<file path="src/rtl/fetch_controller_pkg.sv">
// rtl/fetch_controller_pkg.sv - shared constants and queue entry layout for instruction fetch
// Contents:
//   PC_W, INST_W         - fetch PC width and instruction word width
//   MEM_WORDS, RESET_PC  - default ROM size (words) and post-reset fetch PC
//   fetch_entry_t        - prefetch queue entry {pc, inst}, also seen by decode
package fetch_controller_pkg;

    localparam int PC_W   = 64;
    localparam int INST_W = 32;

    localparam logic [PC_W-1:0] MEM_WORDS = 64'd64;
    localparam logic [PC_W-1:0] RESET_PC  = 64'd0;

    typedef struct packed {
        logic [PC_W-1:0]   pc;
        logic [INST_W-1:0] inst;
    } fetch_entry_t;

endpackage

</file>
<file path="src/rtl/fetch_queue.sv">
// rtl/fetch_queue.sv - DEPTH-entry synchronous prefetch FIFO with flush
// Ports:
//   clk, reset_n       - clock, asynchronous active-low reset
//   push, din          - write din at the write pointer
//   pop                - advance the read pointer
//   flush              - empty the queue; overrides push and pop
//   dout               - head entry (storage register, no bypass)
//   full, count        - occupancy status, count in 0..DEPTH
module fetch_queue
    import fetch_controller_pkg::*;
#(
    parameter int DEPTH = 2,
    localparam int AW   = $clog2(DEPTH),
    localparam int CW   = AW + 1
) (
    input  logic          clk,
    input  logic          reset_n,
    input  logic          push,
    input  logic          pop,
    input  logic          flush,
    input  fetch_entry_t  din,
    output fetch_entry_t  dout,
    output logic          full,
    output logic [CW-1:0] count
);

    fetch_entry_t  mem [DEPTH];
    logic [AW-1:0] rd_ptr;
    logic [AW-1:0] wr_ptr;

    // DEPTH is a power of two, so the pointers wrap by plain overflow.
    always_ff @(posedge clk or negedge reset_n) begin
        if (!reset_n) begin
            rd_ptr <= '0;
            wr_ptr <= '0;
            count  <= '0;
            for (int i = 0; i < DEPTH; i++) begin
                mem[i] <= '0;
            end
        end else if (flush) begin
            rd_ptr <= '0;
            wr_ptr <= '0;
            count  <= '0;
        end else begin
            if (push) begin
                mem[wr_ptr] <= din;
                wr_ptr      <= wr_ptr + 1'b1;
            end
            if (pop) begin
                rd_ptr <= rd_ptr + 1'b1;
            end
            count <= count + CW'(push) - CW'(pop);
        end
    end

    assign dout = mem[rd_ptr];
    assign full = (count == CW'(DEPTH));

endmodule

</file>
<file path="src/rtl/fetch_controller.sv">
// rtl/fetch_controller.sv - instruction fetch sequencer with prefetch queue, redirect and halt
// Ports:
//   clk, reset_n                 - clock, asynchronous active-low reset
//   imem_addr / imem_data        - ROM word address (= fetch PC) and combinational read data
//   redirect_valid, redirect_pc  - flush queue and restart fetch at redirect_pc
//   inst_valid/inst_ready        - handshake toward decode
//   inst_out, inst_pc            - head-of-queue instruction and its PC
//   halted                       - fetch PC is outside the ROM
module fetch_controller #(
    parameter int          DEPTH     = 2,
    parameter logic [63:0] MEM_WORDS = fetch_controller_pkg::MEM_WORDS,
    parameter logic [63:0] RESET_PC  = fetch_controller_pkg::RESET_PC
) (
    input  logic        clk,
    input  logic        reset_n,
    output logic [63:0] imem_addr,
    input  logic [31:0] imem_data,
    input  logic        redirect_valid,
    input  logic [63:0] redirect_pc,
    output logic        inst_valid,
    input  logic        inst_ready,
    output logic [31:0] inst_out,
    output logic [63:0] inst_pc,
    output logic        halted
);

    localparam int CW = $clog2(DEPTH) + 1;

    logic [63:0]                       fetch_pc;
    logic [63:0]                       pc_next;
    logic                              push;
    logic                              pop;
    logic                              q_full;
    logic [CW-1:0]                     q_count;
    fetch_controller_pkg::fetch_entry_t q_din;
    fetch_controller_pkg::fetch_entry_t q_dout;

    assign pop  = inst_valid && inst_ready;
    // A full queue still accepts a push when the head leaves in the same cycle.
    assign push = !redirect_valid && !halted && (!q_full || pop);

    always_comb begin
        pc_next = fetch_pc;
        if (redirect_valid) begin
            pc_next = redirect_pc;
        end else if (push) begin
            pc_next = fetch_pc + 64'd1;
        end
    end

    // halted tracks the registered PC, so a redirect both sets and clears it.
    always_ff @(posedge clk or negedge reset_n) begin
        if (!reset_n) begin
            fetch_pc <= RESET_PC;
            halted   <= 1'b0;
        end else begin
            fetch_pc <= pc_next;
            halted   <= (pc_next >= MEM_WORDS);
        end
    end

    assign q_din = '{pc: fetch_pc, inst: imem_data};

    fetch_queue #(.DEPTH(DEPTH)) u_queue (
        .clk     (clk),
        .reset_n (reset_n),
        .push    (push),
        .pop     (pop),
        .flush   (redirect_valid),
        .din     (q_din),
        .dout    (q_dout),
        .full    (q_full),
        .count   (q_count)
    );

    assign imem_addr  = fetch_pc;
    assign inst_valid = (q_count != '0);
    assign inst_out   = q_dout.inst;
    assign inst_pc    = q_dout.pc;

endmodule

</file>
<file path="config.mk">
export PLATFORM = sky130hd
export DESIGN_NAME = fetch_controller
export DESIGN_NICKNAME = d
export VERILOG_FILES = /design/src/rtl/fetch_controller_pkg.sv /design/src/rtl/fetch_queue.sv /design/src/rtl/fetch_controller.sv
export SDC_FILE = /design/constraint.sdc
export NUM_CORES = 1
export LEC_CHECK = 0
export BUFFER_PORTS_ARGS = -buffer_cell sky130_fd_sc_hd__buf_2
export CELL_PAD_IN_SITES_DETAIL_PLACEMENT = 1
export CELL_PAD_IN_SITES_GLOBAL_PLACEMENT = 1
export CORE_AREA = 5 5 142 212
export CTS_CLUSTER_DIAMETER = 50
export CTS_CLUSTER_SIZE = 30
export DETAILED_ROUTE_END_ITERATION = 10
export DIE_AREA = 0 0 147 217
export PLACE_DENSITY = 0.84
export SYNTH_ARGS = -nofsm -noshare
export SYNTH_HDL_FRONTEND = slang
export SYNTH_SLANG_ARGS = --single-unit
</file>
<file path="constraint.sdc">
create_clock -name clk -period 6.77 [get_ports clk]
set_input_delay 1.354 -clock clk [delete_from_list [all_inputs] [get_ports clk]]
set_output_delay 1.354 -clock clk [all_outputs]
set_load 0.05 [all_outputs]
</file>
==> metrics, run 1 <==
critical path capture point type=register; Post-DP Area=between 10000 and 15000 um^2; largest net degree at the start of global routing=134; number of flops mapped to enable cells by yosys=0; crit path time final=between 4000 and 5000 ps; Placer Congestion=between 0.9 and 1; Flop pwr share=45.6%; Register Area=6540 um^2; Synth Instances=between 1000 and 1500; number of global-route vias before repair=between 10000 and 15000; Worst Path Class, Setup=in -> reg; most frequent cells in the layout=mux2_2 (298), dfrtp_1 (260), buf_2 (260), nand2_1 (47), nand4_1 (31); Post-synth ARST share=100%; gr usage total=~26%; Max Slew Vio Count=0; top_reg_cell synth=dfrtp_1; Leak=between 0.007 and 0.008 uW; status=finished, final reports clean; TritonCTS clock tree=done; Clock Skews=40.9 ps; Yosys Warn Count=0; relative slew slack=29.0%; cell-internal power=about 2500 uW; synthesized area per cell=12.1 um^2; worst-skew pair later-pin latency=between 500 and 600 ps; via count=10076; core area=between 20000 and 30000 um^2; maximum VDD drop=about 0.00019 V; clk slew on worst S/H paths=80 ps; DRC viols=0; Worst Max-Slew Pin Slew=between 1000 and 1500 ps; die footprint=approximately 32000 um^2; Finished Cell Area=~15000 um^2; Yosys cell types=63; area delta synth->final=19.1%; RSZ-0062 raised after global routing=false; combinational power share=approximately 16%; Final period util=around 64%; Syn Std Cell Area=between 10000 and 15000 um^2; Hold Violations, Final=0; drt pass-1 iters=5; initial antenna violation count=8; TritonCTS buffer count=24; CP required=between 7000 and 8000 ps; most common cell after layout, fill and taps aside=mux2_2; Clock Path Buffers=3; Max Cap Violations=0; number of core rows=75; Max Clk Rate=230 MHz; Reg2Reg Depth=8; crit path launch type=input pin; sequential fraction of the synthesis area=50.5%; Yosys reg bits=roughly 260; I/O Pins=between 200 and 300; Power Dens Cells=246 nW/um^2; post-route setup TNS=0 ps; Data arrival, critical path=between 4000 and 5000 ps; CP Max Fanout=30; H-tree levels=1; R2R Path End=halted; global-route wire length before repair=65000 um; hpwl dp=about 30000 um; clk root buf=clkbuf_16; switching fraction of total power=between 30% and 40%; fill count=2984; nets@finish=between 1000 and 1500; Multi-input gate area=about 6000 um^2; cts hold-fix bufs=0; final setup fails=0; 1st-iter DRT viols=around 530; gr ovfl total=0; final hold slack=502 ps; Routed Antenna Nets=0; worst hold stages=2; net load switching power=around 1300 uW; Syn Nets=~1200; Die W=approximately 150 um; min-delay worst type=reg -> reg; Wirelength per Cell=roughly 25 um; Initial Utilization=between 40 and 50%; fraction of final layout cells sized beyond drive strength 1=47.7%; WL final=approximately 42000 um; worst r2r src=imem_addr[7]; vias per cell=about 6; Port Buffers=around 260; cts repair resizes=0; launch point of the worst path=redirect_valid; Clock Sinks=between 200 and 300; clock share of power=around two fifths; postcts setup bufs=0; reg-to-reg slack, setup=2840 ps; Die Y=between 200 and 250 um; CP endpoint=halted
## synthesized netlist by cell type (13+ instances only)
master | instances | share of area [%]
mux2_2 | 298 | 26
dfrtp_1 | 261 | 50
clkbuf_1 | 59 | 1.7
nand2_1 | 48 | 1.4
nand4_1 | 31 | 1.5
nand3_1 | 30 | 1.2
o21ai_0 | 30 | 1.2
nor4_1 | 27 | 1.3
xnor2_1 | 26 | 1.8
nor2_1 | 25 | 0.73
inv_1 | 24 | 0.70
nor3_1 | 21 | 0.81
xor2_1 | 17 | 1.2
and3_1 | 13 | 0.63
## layer usage
metal	track usage [%]	routed length (um)	vias to the layer above
li1	-	-	4413
met1	30.1	15900	5177
met2	45.5	21700	372
met3	3.54	1890	112
met4	13.3	2130	2
met5	0	13	-
## worst max-delay path: stages
cell	delay, ps
buf_2	290
or2_1	360
or4_1	870
nor4_1	620
xnor2_1	180
o21ai_0	140
or4b_1	550
nor4_1	270
nand4_1	120
## final cells by class
class	instances	area share [%]
flip-flops and latches	261	42.4
multi-input cells	711	39.2
diodes	8	0.130
clock inverters	20	1.76
well taps	346	2.81
inverters	24	0.585
repair buffers	272	9.16
clock buffers	24	3.90
## power by group through the flow
stage               registers [uW]  logic, uW  clock network, uW
finish                        1730        593               1470
global route                  1740        627               1570
CTS                           1730        596               1500
detailed placement            1760        591                  0
global placement              1750        579                  0
floorplan                     1810        305                  0
## metrics by stage
step	power, uW	cells	utilization, %	worst slack (ps)
after floorplan	2120	1070	-	2760
after global placement	2330	1614	52.1	1960
after detailed placement	2350	1614	52.1	1900
after CTS	3830	1658	55.2	2470
after global routing	3940	1666	55.3	2220
final	3790	1666	55.3	2430
## worst min-delay path by stage
stage | start | end | slack, ps
4_1_cts | u_queue.mem[94] | u_queue.mem[94] | 500
6_report | u_queue.mem[94] | u_queue.mem[94] | 500
3_5_place_dp | u_queue.mem[91] | u_queue.mem[91] | 480
2_1_floorplan | u_queue.mem[53] | u_queue.mem[53] | 440
3_3_place_gp | u_queue.mem[91] | u_queue.mem[91] | 460
5_1_grt | u_queue.mem[61] | u_queue.mem[61] | 520
## kinds of logic after synthesis
kind of cell               synth area share, %
and+or+nand+nor                           12.1
DFF                                       50.5
AOI/OAI and AO/OA                         5.16
xor gates and xnor gates                  2.91
adders and majority gates                0.290
muxes                                     26.2
buffers and inverters                     2.90
## registers in the layout, summed over array words and instances, names as in the netlist
signal,count
imem_addr,64
u_queue.rd_ptr,1
u_queue.wr_ptr,1
u_queue.count,2
halted,1
u_queue.mem,192
Power figures use the tool's default switching activity.
==> run 2, diff against run 1 <==
- CORE_AREA: 5 5 142 212 -> 5 5 153 229
- DIE_AREA: 0 0 147 217 -> 0 0 158 234
- PLACE_DENSITY: 0.84 -> 0.76
- clock period: 6.77 -> 3.5 ns (I/O delays scaled with it)
==> metrics, run 2 (synthesis gave the netlist of run 1 again) <==
Clock Sinks=between 200 and 300; net load switching power=around 2500 uW; CP dominant cell by count=buf_4; Reg2Reg Depth=11; Clock Skews=15.2 ps; worst r2r src=halted; TritonCTS clock tree=done; Die Y=234 um; Flop pwr share=42.3%; via count=between 10000 and 15000; postcts setup bufs=0; Max Slew Vio Count=0; max FFs per register=roughly 190; DRC viols=0; nets@finish=between 1000 and 1500; DP Cell Count=between 1500 and 2000; combinational power share=approximately 17%; I/O Pins=between 200 and 300; Power Dens Cells=478 nW/um^2; reg-to-reg slack, setup=about 150 ps; critical path capture point type=register; CP Max Fanout=15; Max Clk Rate=about 300 MHz; Worst Path Class, Setup=reg -> reg; Finished Layout Cells=1815; relative slew slack=between 40% and 50%; number of core rows=just over 80; Routed Antenna Nets=0; Worst Max-Slew Pin Slew=approximately 770 ps; status=finished, final reports clean; H-tree levels=1; final setup fails=0; Wirelength per Cell=between 20 and 25 um; R2R Path End=halted; switching fraction of total power=roughly 33%; number of global-route vias before repair=11175; crit-path max cell delay=around 500 ps; TritonCTS buffer count=27; final hold slack=~110 ps; Final period util=a little over nine tenths; gr ovfl total=0; core area=~33000 um^2; Leak=around 0.0080 uW; fill count=around 3500; WL final=~43000 um; Data arrival, critical path=around 3800 ps; Die W=158 um; cell-internal power=around 5200 uW; global-route wire length before repair=between 60000 and 70000 um; worst-skew pair later-pin latency=between 500 and 600 ps; vias per cell=roughly 5.6; area delta synth->final=25.3%; cts hold-fix bufs=0; maximum VDD drop=between 0.0003 and 0.0004 V; 1st-iter DRT viols=slightly below 700; gr usage total=between 20% and 30%; Clock Path Buffers=3; Reg with most FFs=u_queue.mem; largest net degree at the start of global routing=84; Max Cap Violations=0; die footprint=37000 um^2; crit path time final=3350 ps; Hold Violations, Final=0; clk slew on worst S/H paths=around 90 ps; Port Buffers=approximately 260; RSZ-0062 raised after global routing=false; clock share of power=around two fifths; fraction of final layout cells sized beyond drive strength 1=50.5%; most frequent cells in the layout=mux2_2 (298), dfrtp_1 (260), buf_2 (260), buf_4 (74), nand2_1 (47); final core utilization=slightly below 50%; CP required=3910 ps; crit path launch type=register; Initial Utilization=about two fifths; drt pass-1 iters=5; CP Cell Sequence=or2_1, or4_1, buf_4, or2_1, nor4_1, buf_4, xor2_1, o31a_1, nor4_1, buf_4, nand4_1; most common cell after layout, fill and taps aside=mux2_2; slowest library cell on the worst path=or4_1; min-delay worst type=in -> async; clk root buf=clkbuf_16; initial antenna violation count=6; hpwl dp=31700 um; Placer Congestion=between 0.9 and 1; cts repair resizes=0
-- run 2: cell types whose count changed in the layout (fill, tap and decap cells not counted), sizes merged --
cell and delta:
buf +70, clkbuf +4, clkinvlp +4, clkinv -3
bufinv +2, diode -1, inv -1
-- run 2: how the worst max path moves through the flow --
stage / startpoint / endpoint / slack (ps) / depth (start not counted)
final: halted / halted / 150 / 11
after global routing: imem_addr[12] / halted / 20 / 11
after CTS: halted / halted / 160 / 11
after detailed placement: redirect_valid / halted / -130 / 11
after global placement: redirect_valid / halted / -120 / 11
after floorplan: imem_addr[6] / halted / 100 / 11
-- run 2: per-layer routing --
layer / vias up / wire length (um) / GRT usage (%) / share of wire [%]
li1: 4548 / - / - / -
met1: 5215 / 16300 / 27.1 / 38
met2: 339 / 22900 / 41.1 / 53
met3: 98 / 2150 / 2.97 / 5.0
met4: 0 / 1980 / 10.8 / 4.6
met5: - / 0 / 0 / 0
-- run 2: power by group through the flow --
stage               clock, uW  combinational, uW  sequential [uW]
floorplan                   0                589             3510
global placement            0               1280             3330
detailed placement          0               1300             3330
CTS                      3240               1310             3270
global route             3380               1380             3290
finish                   3170               1300             3280
-- run 2: per-stage QoR --
step	area (um^2)	worst slack, ps	total power (uW)	setup TNS, ps
detailed placement	15200	-134	4630	-134
finish	16200	149	7740	0
global route	16200	21.3	8040	0
floorplan	12900	105	4100	0
global placement	15200	-122	4610	-122
CTS	16200	163	7820	0
-- run 2: worst max-delay path: cells and delay by family (launching register included) --
kind / cells / cell delay (ps)
XOR/XNOR: 1 / 70
buffers and inverters: 3 / 570
AO/OA/AOI/OAI: 1 / 250
AND/OR/NAND/NOR: 6 / 1820
flip-flops: 1 / 470
-- run 2: layout make-up --
cell class                 instances  area (um^2)  area share, %
multi-input combinational        711         6050           37.3
inverter                          24         90.1          0.556
sequential                       261         6540           40.3
clock inverter                    22          307           1.89
timing repair buffer             342         2010           12.4
clock buffer                      28          679           4.19
antenna                            7         17.5          0.108
tap                              420          526           3.24
